<file path="src/rtl/prod_acc_pkg.sv">
// Shared types and default sizing for the product accumulator.
// Imported by the interface, the adder and the top.
package prod_acc_pkg;

    localparam int PROD_W  = 7;
    localparam int N_TERMS = 4;
    localparam int ACC_W   = 9;
    localparam int CNT_W   = $clog2(N_TERMS);

    typedef enum logic [1:0] {
        IDLE  = 2'd0,
        ACCUM = 2'd1,
        DONE  = 2'd2
    } acc_state_t;

endpackage

</file>
<file path="src/rtl/prod_acc_if.sv">
// Handshake bundle between the multiplier side, the accumulator
// and the consumer of the frame total.
interface prod_acc_if
    import prod_acc_pkg::*;
();

    logic              start;
    logic              in_valid;
    logic              in_ready;
    logic [PROD_W-1:0] in_prod;
    logic              out_valid;
    logic              out_ready;
    logic [ACC_W-1:0]  out_sum;
    logic              busy;

    modport master (
        output start,
        output in_valid,
        output in_prod,
        output out_ready,
        input  in_ready,
        input  out_valid,
        input  out_sum,
        input  busy
    );

    modport slave (
        input  start,
        input  in_valid,
        input  in_prod,
        input  out_ready,
        output in_ready,
        output out_valid,
        output out_sum,
        output busy
    );

endinterface

</file>
<file path="src/rtl/full_adder.sv">
// One-bit full adder cell.
module full_adder (
    input  logic a,
    input  logic b,
    input  logic ci,
    output logic s,
    output logic co
);

    assign s  = a ^ b ^ ci;
    assign co = (a & b) | (ci & (a ^ b));

endmodule

</file>
<file path="src/rtl/prod_acc_add.sv">
// Combinational ripple-carry adder chained from full_adder cells.
module prod_acc_add
    import prod_acc_pkg::*;
#(
    parameter int W = ACC_W
) (
    input  logic [W-1:0] a_i,
    input  logic [W-1:0] b_i,
    input  logic         ci_i,
    output logic [W-1:0] s_o,
    output logic         co_o
);

    logic [W:0] c;

    assign c[0] = ci_i;

    for (genvar i = 0; i < W; i++) begin : g_fa
        full_adder u_fa (
            .a  (a_i[i]),
            .b  (b_i[i]),
            .ci (c[i]),
            .s  (s_o[i]),
            .co (c[i+1])
        );
    end

    assign co_o = c[W];

endmodule

</file>
<file path="src/rtl/prod_accumulator.sv">
// Frame accumulator: sums N_TERMS products and presents the total
// on a held valid/ready output.
module prod_accumulator
    import prod_acc_pkg::*;
(
    input  logic       clk,
    input  logic       rst_n,
    prod_acc_if.slave  bus
);

    acc_state_t       state_q, state_d;
    logic [ACC_W-1:0] acc_q, acc_d;
    logic [CNT_W-1:0] cnt_q, cnt_d;

    logic [ACC_W-1:0] sum;
    logic             unused_co;
    logic             in_ready;
    logic             accept;

    prod_acc_add #(.W(ACC_W)) u_add (
        .a_i  (acc_q),
        .b_i  ({{(ACC_W-PROD_W){1'b0}}, bus.in_prod}),
        .ci_i (1'b0),
        .s_o  (sum),
        .co_o (unused_co)
    );

    // in_ready never depends on in_valid, so start always wins
    assign in_ready = (state_q == ACCUM) && !bus.start;
    assign accept   = bus.in_valid && in_ready;

    always_comb begin
        state_d = state_q;
        acc_d   = acc_q;
        cnt_d   = cnt_q;
        case (state_q)
            IDLE: begin
                if (bus.start) begin
                    state_d = ACCUM;
                    acc_d   = '0;
                    cnt_d   = '0;
                end
            end
            ACCUM: begin
                if (bus.start) begin
                    acc_d = '0;
                    cnt_d = '0;
                end else if (accept) begin
                    acc_d = sum;
                    cnt_d = cnt_q + 1'b1;
                    if (cnt_q == CNT_W'(N_TERMS - 1))
                        state_d = DONE;
                end
            end
            DONE: begin
                if (bus.out_ready) begin
                    if (bus.start) begin
                        state_d = ACCUM;
                        acc_d   = '0;
                        cnt_d   = '0;
                    end else begin
                        state_d = IDLE;
                    end
                end
            end
            default: state_d = IDLE;
        endcase
    end

    always_ff @(posedge clk or negedge rst_n) begin
        if (!rst_n) begin
            state_q <= IDLE;
            acc_q   <= '0;
            cnt_q   <= '0;
        end else begin
            state_q <= state_d;
            acc_q   <= acc_d;
            cnt_q   <= cnt_d;
        end
    end

    assign bus.in_ready  = in_ready;
    assign bus.out_valid = (state_q == DONE);
    assign bus.out_sum   = acc_q;
    assign bus.busy      = (state_q != IDLE);

endmodule

</file>
<file path="src/flat_wrapper.sv">
// flat-port wrapper written by rule: the top's interface ports become plain ports
module prod_accumulator_flat import prod_acc_pkg::*;
  (clk, rst_n, bus_start, bus_in_valid, bus_in_prod, bus_out_ready, bus_in_ready, bus_out_valid, bus_out_sum, bus_busy);
  prod_acc_if bus_i ();
  input  logic clk;
  input  logic rst_n;
  input wire logic [$bits(bus_i.start)-1:0] bus_start;
  input wire logic [$bits(bus_i.in_valid)-1:0] bus_in_valid;
  input wire logic [$bits(bus_i.in_prod)-1:0] bus_in_prod;
  input wire logic [$bits(bus_i.out_ready)-1:0] bus_out_ready;
  output wire logic [$bits(bus_i.in_ready)-1:0] bus_in_ready;
  output wire logic [$bits(bus_i.out_valid)-1:0] bus_out_valid;
  output wire logic [$bits(bus_i.out_sum)-1:0] bus_out_sum;
  output wire logic [$bits(bus_i.busy)-1:0] bus_busy;
  assign bus_i.start = bus_start;
  assign bus_i.in_valid = bus_in_valid;
  assign bus_i.in_prod = bus_in_prod;
  assign bus_i.out_ready = bus_out_ready;
  assign bus_in_ready = bus_i.in_ready;
  assign bus_out_valid = bus_i.out_valid;
  assign bus_out_sum = bus_i.out_sum;
  assign bus_busy = bus_i.busy;
  prod_accumulator u_core (.clk(clk), .rst_n(rst_n), .bus(bus_i));
endmodule
</file>
<file path="config.mk">
export PLATFORM = sky130hd
export DESIGN_NAME = prod_accumulator_flat
export DESIGN_NICKNAME = d
export VERILOG_FILES = /design/src/rtl/prod_acc_pkg.sv /design/src/rtl/prod_acc_if.sv /design/src/rtl/full_adder.sv /design/src/rtl/prod_acc_add.sv /design/src/rtl/prod_accumulator.sv /design/src/flat_wrapper.sv
export SDC_FILE = /design/constraint.sdc
export NUM_CORES = 1
export LEC_CHECK = 0
export CORE_AREA = 3 3 45 47
export CTS_CLUSTER_DIAMETER = 120
export DETAILED_ROUTE_END_ITERATION = 6
export DIE_AREA = 0 0 48 50
export GPL_TIMING_DRIVEN = 0
export HOLD_SLACK_MARGIN = 0.15
export MAX_ROUTING_LAYER = met4
export PLACE_DENSITY = 0.88
export SKIP_LAST_GASP = 1
export SYNTH_ARGS = -nofsm -noshare
export SYNTH_HDL_FRONTEND = slang
export SYNTH_SLANG_ARGS = --single-unit
</file>
<file path="constraint.sdc">
create_clock -name clk -period 5.15 [get_ports clk]
set_input_delay 1.03 -clock clk [delete_from_list [all_inputs] [get_ports clk]]
set_output_delay 1.03 -clock clk [all_outputs]
set_load 0.05 [all_outputs]
</file>
==> flow_summary_export.csv, run 1 <==
group,metric,value,unit
cells_and_area,instances_no_fill,125,
die,die_h,50,microns
clock_tree,ctsHoldBuffers,0,
min_path,min_to,"u_core.cnt_q[0]",
cells_and_area,syn2layout_area_growth,33.8,%
worst_setup_path,cp_num_buf_inv,3,
outcome,status,"completed",
cells_and_area,fill_cells,132,
timing,rsz0062_at_grt,"no",
place,dpl.hpwl,1300,microns
synthesis,synthArstFlopShare,100,%
synthesis,ys_seq_elements,13,
synthesis,synth-seq-area-share,39.6,%
route,wl,1660,microns
global_route,overflow,0,
die,ios,24,
worst_setup_path,path_max_fanout,1,
min_path,min-delay-start,"u_core.cnt_q[0]",
timing,slew_headroom,59.8,%
place,dp.cells,121,
clock_tree,clk_path_buf_depth,2,
route,drt_iter0_drc,7,
timing,fin_crit_sh,80.9,%
timing,worstMarginPinSlew,0.601,ns
die,die_area,2400,sq um
power,peakVddDrop,0.178,mV
worst_setup_path,path_class,"in -> reg",
timing,hold_viol_final,0,
route,viasPerCell,4.96,
timing,slew_viol_final,0,
cells_and_area,antennaDiodeCount,0,
die,core-area,1690,sq um
timing,setup_viol,0,
die,rows,15,
synthesis,synth_nets,102,
synthesis,syn-cell-area,822,sq um
route,wire_per_inst,13.3,microns
power,power.density,273,nW/um^2
timing,finalCriticalPeriod,4.17,ns
global_route,grt_first_pass_wirelength,2650,microns
worst_setup_path,cp_common_cell,"fa_1",
route,ant_nets,0,
global_route,grt_start_max_net_pins,14,
min_path,hp-class,"reg -> reg",
clock_tree,cts_tree,"yes",
worst_setup_path,cp.required,5.32,ns
synthesis,synth-edff-count,0,
global_route,antenna_found_initial,0,
route,via_count,620,
timing,clock_skew,0.000314,ns
place,routabilityCongestion,0.789,
timing,fmax,240,MHz
worst_setup_path,cpMaxStageDelayCell,"clkdlybuf4s50_1",
worst_setup_path,cp_top_family,"adder cells",
worst_setup_path,cp_slowest_stage_delay,0.46,ns
global_route,grt_usage,16.4,%
clock_tree,root_buffer,"clkbuf_4",
route,drt_pre_antenna_iters,4,
cells_and_area,nets,130,
clock_tree,cts.htree.levels,1,
worst_setup_path,reg2reg_depth,10,
synthesis,synth_cell_type_count,22,
synthesis,ys.flop_type,"dfrtp_1",
flow_run,max_cap_viol_count,0,
clock_tree,cts_setup_buffers,0,
die,dieWidth,48,microns
worst_setup_path,worstSetupStartpointType,"input port",
worst_setup_path,regToRegEndpoint,"u_core.bus.out_sum[6]",
timing,tns,0,ns
clock_tree,clock_sinks,13,
global_route,grt_pass1_vias,601,
place,port_buffers,23,
route,drc,0,
synthesis,syn_inst,81,
clock_tree,cts.clk_slew.worst_paths,0.08,ns
cells_and_area,drive_gt1_share,13.0,%
power,leakage,0.505,nW
worst_setup_path,critical_path.cell_chain,"clkdlybuf4s50_1, ha_1, inv_1, fa_1, fa_1, fa_1, fa_1, fa_1, inv_1, fa_1, a32o_1",
worst_setup_path,r2r_start,"u_core.bus.out_sum[0]",
synthesis,ys_warn_count,0,
worst_setup_path,cp-end-kind,"flop",
worst_setup_path,worstPathArrival,4.34,ns
clock_tree,clk_latency,0.28,ns
synthesis,synth.avg_cell_area,10.1,sq um
clock_tree,post_cts_resized,0,
die,start_util,48.7,%
clock_tree,numCtsBuffers,3,
worst_setup_path,reg2reg_slack,1.80,ns
min_path,holdPathStages,1,
==> where the power goes <==
part	internal (W)	switching, W
clock	0.0000301	0.0000362
combinational	0.0000501	0.0000639
sequential	0.000112	0.00000781
==> logic make-up after synthesis <==
| group | after synthesis | share of synthesized area [%] |
|---|---|---|
| adders and majority gates | 9 | 19.2 |
| AOI/OAI and AO/OA | 16 | 14.0 |
| buffers and inverters | 24 | 15.2 |
| DFF | 13 | 39.6 |
| and+or+nand+nor | 19 | 12.0 |
==> worst max path at each step <==
stage	startpoint	end	slack [ns]	cells past startpoint
global route	bus_in_prod[0]	u_core.bus.out_sum[8]	0.83	14
global placement	bus_in_prod[0]	u_core.bus.out_sum[6]	0.72	11
CTS	bus_in_prod[0]	u_core.bus.out_sum[6]	0.94	11
detailed placement	bus_in_prod[0]	u_core.bus.out_sum[6]	0.66	11
floorplan	bus_in_prod[0]	u_core.bus.out_sum[6]	1.31	10
finish	bus_in_prod[0]	u_core.bus.out_sum[6]	0.98	11
==> worst reg2reg max path, delay by kind of cell, from the launching register on <==
family | cells | cell delay, ns
AOI/OAI and AO/OA | 1 | 0.22
DFF | 1 | 0.38
adders and majority gates | 7 | 2.51
buffers and inverters | 2 | 0.15
==> layout by cell type (no fill, tap or decap), drive strengths merged <==
cell type / n
clkdlybuf4s50: 23
inv: 13
dfrtp: 13
buf: 10
nand2: 9
o22ai: 6
fa: 6
clkbuf: 5
a32o: 4
nor2b: 3
ha: 3
o21ai: 3
nor2: 2
or2: 2
nand2b: 1
nand3b: 1
and4bb: 1
o21a: 1
a21o: 1
o31ai: 1
==> layout make-up <==
class	count	area [sq um]	share of cell area (%)
Buffer	11	76.3	6.94
Multi-Input combinational cell	44	372	33.8
Clock buffer	4	26.3	2.39
Timing Repair Buffer	23	230	20.9
Sequential cell	13	325	29.6
Inverter	13	48.8	4.44
Tap cell	17	21.3	1.93
==> Yosys cell counts (all sizes together), types with 2 or more instances <==
cell	number	area [sq um]
nor2	2	7.51
dfrtp	13	325
nor2b	3	18.8
buf	10	72.6
nand2	9	33.8
or2	2	12.5
inv	13	48.8
o22ai	6	37.5
fa	6	120
a32o	4	40.0
o21ai	3	15.0
ha	3	37.5
==> metrics by stage <==
stage	util (%)	hold slack, ns	instance area (sq um)	total power, W	setup WS (ns)
2_1_floorplan	-	0.470	822	0.000198	1.31
3_3_place_gp	63.6	0.485	1070	0.000233	0.721
3_5_place_dp	63.6	0.505	1070	0.000237	0.656
4_1_cts	65.1	0.517	1100	0.000304	0.942
5_1_grt	65.1	0.546	1100	0.000318	0.834
6_report	65.1	0.519	1100	0.000300	0.982
==> flip-flops by register name, indices dropped and copies added (netlist names) <==
name	count
u_core.bus.out_sum	9
u_core.cnt_q	2
u_core.state_q	2
==> layer usage <==
metal | global-route usage [%] | vias up | part of all wire (%)
met5 | - | - | 0
met4 | 8.07 | 0 | 2.1
met3 | 3.28 | 4 | 5.8
met2 | 22.9 | 17 | 47
met1 | 22.1 | 288 | 45
li1 | - | 311 | -
Note: power is estimated with default switching activity, not from simulation.
==> inputs of run 2 (changes only) <==
Settings changed: CORE_AREA 3 3 45 47 to 3 3 47 49, DIE_AREA 0 0 48 50 to 0 0 50 52, PLACE_DENSITY 0.88 to 0.82.
Clock period 5.15 ns to 4.3 ns, I/O delays scaled along.
==> run 2 against run 1 <==
Against the previous run:
- power up 21%
- hold slack worse by 0.0011 ns
- first-iteration DRC count increased by 14%
- clock skew up 0.0023 ns
- sequential share of layout area shrank 0.33 points
- critical path depth unchanged
- via count is 4.7% higher
- cell count is 8.0% higher
- non-clock buffer count unchanged
- die area rose by 8.3%
- routed wire length up 3.7%
- register-to-register slack got worse by 0.84 ns
==> flow_summary_export.csv, run 2 (synthesized netlist as in run 1, its figures left out) <==
group,metric,value,unit
global_route,use_met3,3.15,%
global_route,use_met2,28.0,%
power,peakVddDrop,0.197,mV
timing,slew_headroom,59.8,%
place,port_buffers,23,
die,dieWidth,50,microns
cells_and_area,regArea,325,sq um
clock_tree,clk_path_buf_depth,2,
worst_setup_path,cp_common_cell,"fa_1",
clock_tree,ctsHoldBuffers,0,
place,dpl.hpwl,1380,microns
cells_and_area,nets,130,
place,dp.cells,131,
global_route,grt_usage,16.8,%
clock_tree,root_buffer,"clkbuf_4",
power,combPwrFrac,38.1,%
die,die_h,52,microns
worst_setup_path,cp_num_buf_inv,3,
worst_setup_path,worstSetupStartpointType,"input port",
clock_tree,cts.clk_slew.worst_paths,0.08,ns
die,core-area,1900,sq um
global_route,antenna_found_initial,0,
global_route,overflow,0,
power,power.density,326,nW/um^2
clock_tree,cts_setup_buffers,0,
power,intPower,0.000230,W
min_path,hp-class,"reg -> reg",
power,switching_power,0.000132,W
route,via_count,649,
worst_setup_path,cpMaxStageDelayCell,"clkdlybuf4s50_1",
global_route,grt_pass1_vias,669,
timing,finalCriticalPeriod,4.00,ns
clock_tree,numCtsBuffers,3,
power,leakage,0.505,nW
timing,fmax,250,MHz
cells_and_area,instances_no_fill,135,
route,drc,0,
timing,hold_viol_final,0,
global_route,grt_first_pass_wirelength,3150,microns
route,wire_per_inst,12.8,microns
timing,holdWs,0.518,ns
timing,worstMarginPinSlew,0.601,ns
power,finalPower,0.000362,W
timing,tns,0,ns
cells_and_area,layout_common_cells,"clkdlybuf4s50_1 (23), inv_1 (13), dfrtp_1 (13), nand2_1 (9), buf_4 (9)",
worst_setup_path,path_class,"in -> reg",
cells_and_area,fill_cells,167,
cells_and_area,final_common_cell,"clkdlybuf4s50_1",
cells_and_area,syn2layout_area_growth,35.3,%
worst_setup_path,cp-end-kind,"flop",
die,die_area,2600,sq um
global_route,grtUsageMet1,19.5,%
global_route,grt_start_max_net_pins,14,
global_route,top_usage_layer,"met2",
timing,setup_viol,0,
die,rows,16,
timing,rsz0062_at_grt,"no",
power,p_clk_share,22.2,%
clock_tree,cts_tree,"yes",
die,start_util,43.2,%
clock_tree,post_cts_resized,0,
cells_and_area,largest_register_ffs,9,
worst_setup_path,cp_slowest_stage_delay,0.47,ns
route,wl,1730,microns
die,ios,24,
timing,clock_skew,0.00257,ns
worst_setup_path,cp_top_family,"adder cells",
power,swShare,36.4,%
worst_setup_path,critical_path.cell_chain,"clkdlybuf4s50_1, ha_1, inv_1, fa_1, fa_1, fa_1, fa_1, fa_1, inv_1, fa_1, a32o_1",
worst_setup_path,path_max_fanout,1,
clock_tree,clock_sinks,13,
cells_and_area,drive_gt1_share,13.0,%
route,ant_nets,0,
outcome,status,"completed",
clock_tree,clk_latency,0.29,ns
cells_and_area,antennaDiodeCount,0,
worst_setup_path,worstPathArrival,4.18,ns
route,drt_pre_antenna_iters,3,
timing,slew_viol_final,0,
cells_and_area,postLayoutCoreUtil,58.5,%
timing,fin_crit_sh,93.1,%
clock_tree,cts.htree.levels,1,
route,drt_iter0_drc,8,
power,share_seq_of_total_power,39.7,%
worst_setup_path,cp.required,4.48,ns
cells_and_area,multiInputGateArea,372,sq um
flow_run,max_cap_viol_count,0,
route,viasPerCell,4.81,
place,routabilityCongestion,0.775,
-- run 2: area by class of cell --
class,instances,share of cell area (%)
multi-input combinational,44,33.4
sequential,13,29.2
timing repair buffer,23,20.7
buffer,11,6.86
inverter,13,4.39
tap,27,3.04
clock buffer,4,2.36
-- run 2: worst paths after layout --
kind | from | to | slack [ns] | cells after the start
min reg2reg | u_core.cnt_q[0] | u_core.cnt_q[0] | 0.52 | 1
max | bus_in_prod[0] | u_core.bus.out_sum[6] | 0.30 | 11
min in group asynchronous | rst_n | u_core.bus.out_sum[2] | 0.94 | 1
max reg2reg | u_core.bus.out_sum[0] | u_core.bus.out_sum[6] | 0.96 | 10
max in group asynchronous | rst_n | u_core.bus.out_sum[8] | 2.97 | 1
min | u_core.cnt_q[0] | u_core.cnt_q[0] | 0.52 | 1
-- run 2: routing by layer --
metal / up-vias / wire length (microns)
met3: 5 / 68
met4: 0 / 39
met5: - / 0
li1: 312 / -
met1: 317 / 686
met2: 15 / 930
-- run 2: through the flow --
stage | area, sq um | setup WS [ns]
CTS | 1110 | 0.260
global placement | 1090 | 0.0477
detailed placement | 1090 | -0.0312
finish | 1110 | 0.298
global route | 1110 | 0.117
floorplan | 822 | 0.630
-- run 2: power groups by stage --
stage / Combinational [W] / Sequential [W] / Clock [W]
4_1_cts: 0.000140 / 0.000144 / 0.0000816
3_5_place_dp: 0.000140 / 0.000146 / 0
6_report: 0.000138 / 0.000144 / 0.0000804
2_1_floorplan: 0.0000933 / 0.000144 / 0
3_3_place_gp: 0.000134 / 0.000145 / 0
5_1_grt: 0.000151 / 0.000146 / 0.0000876
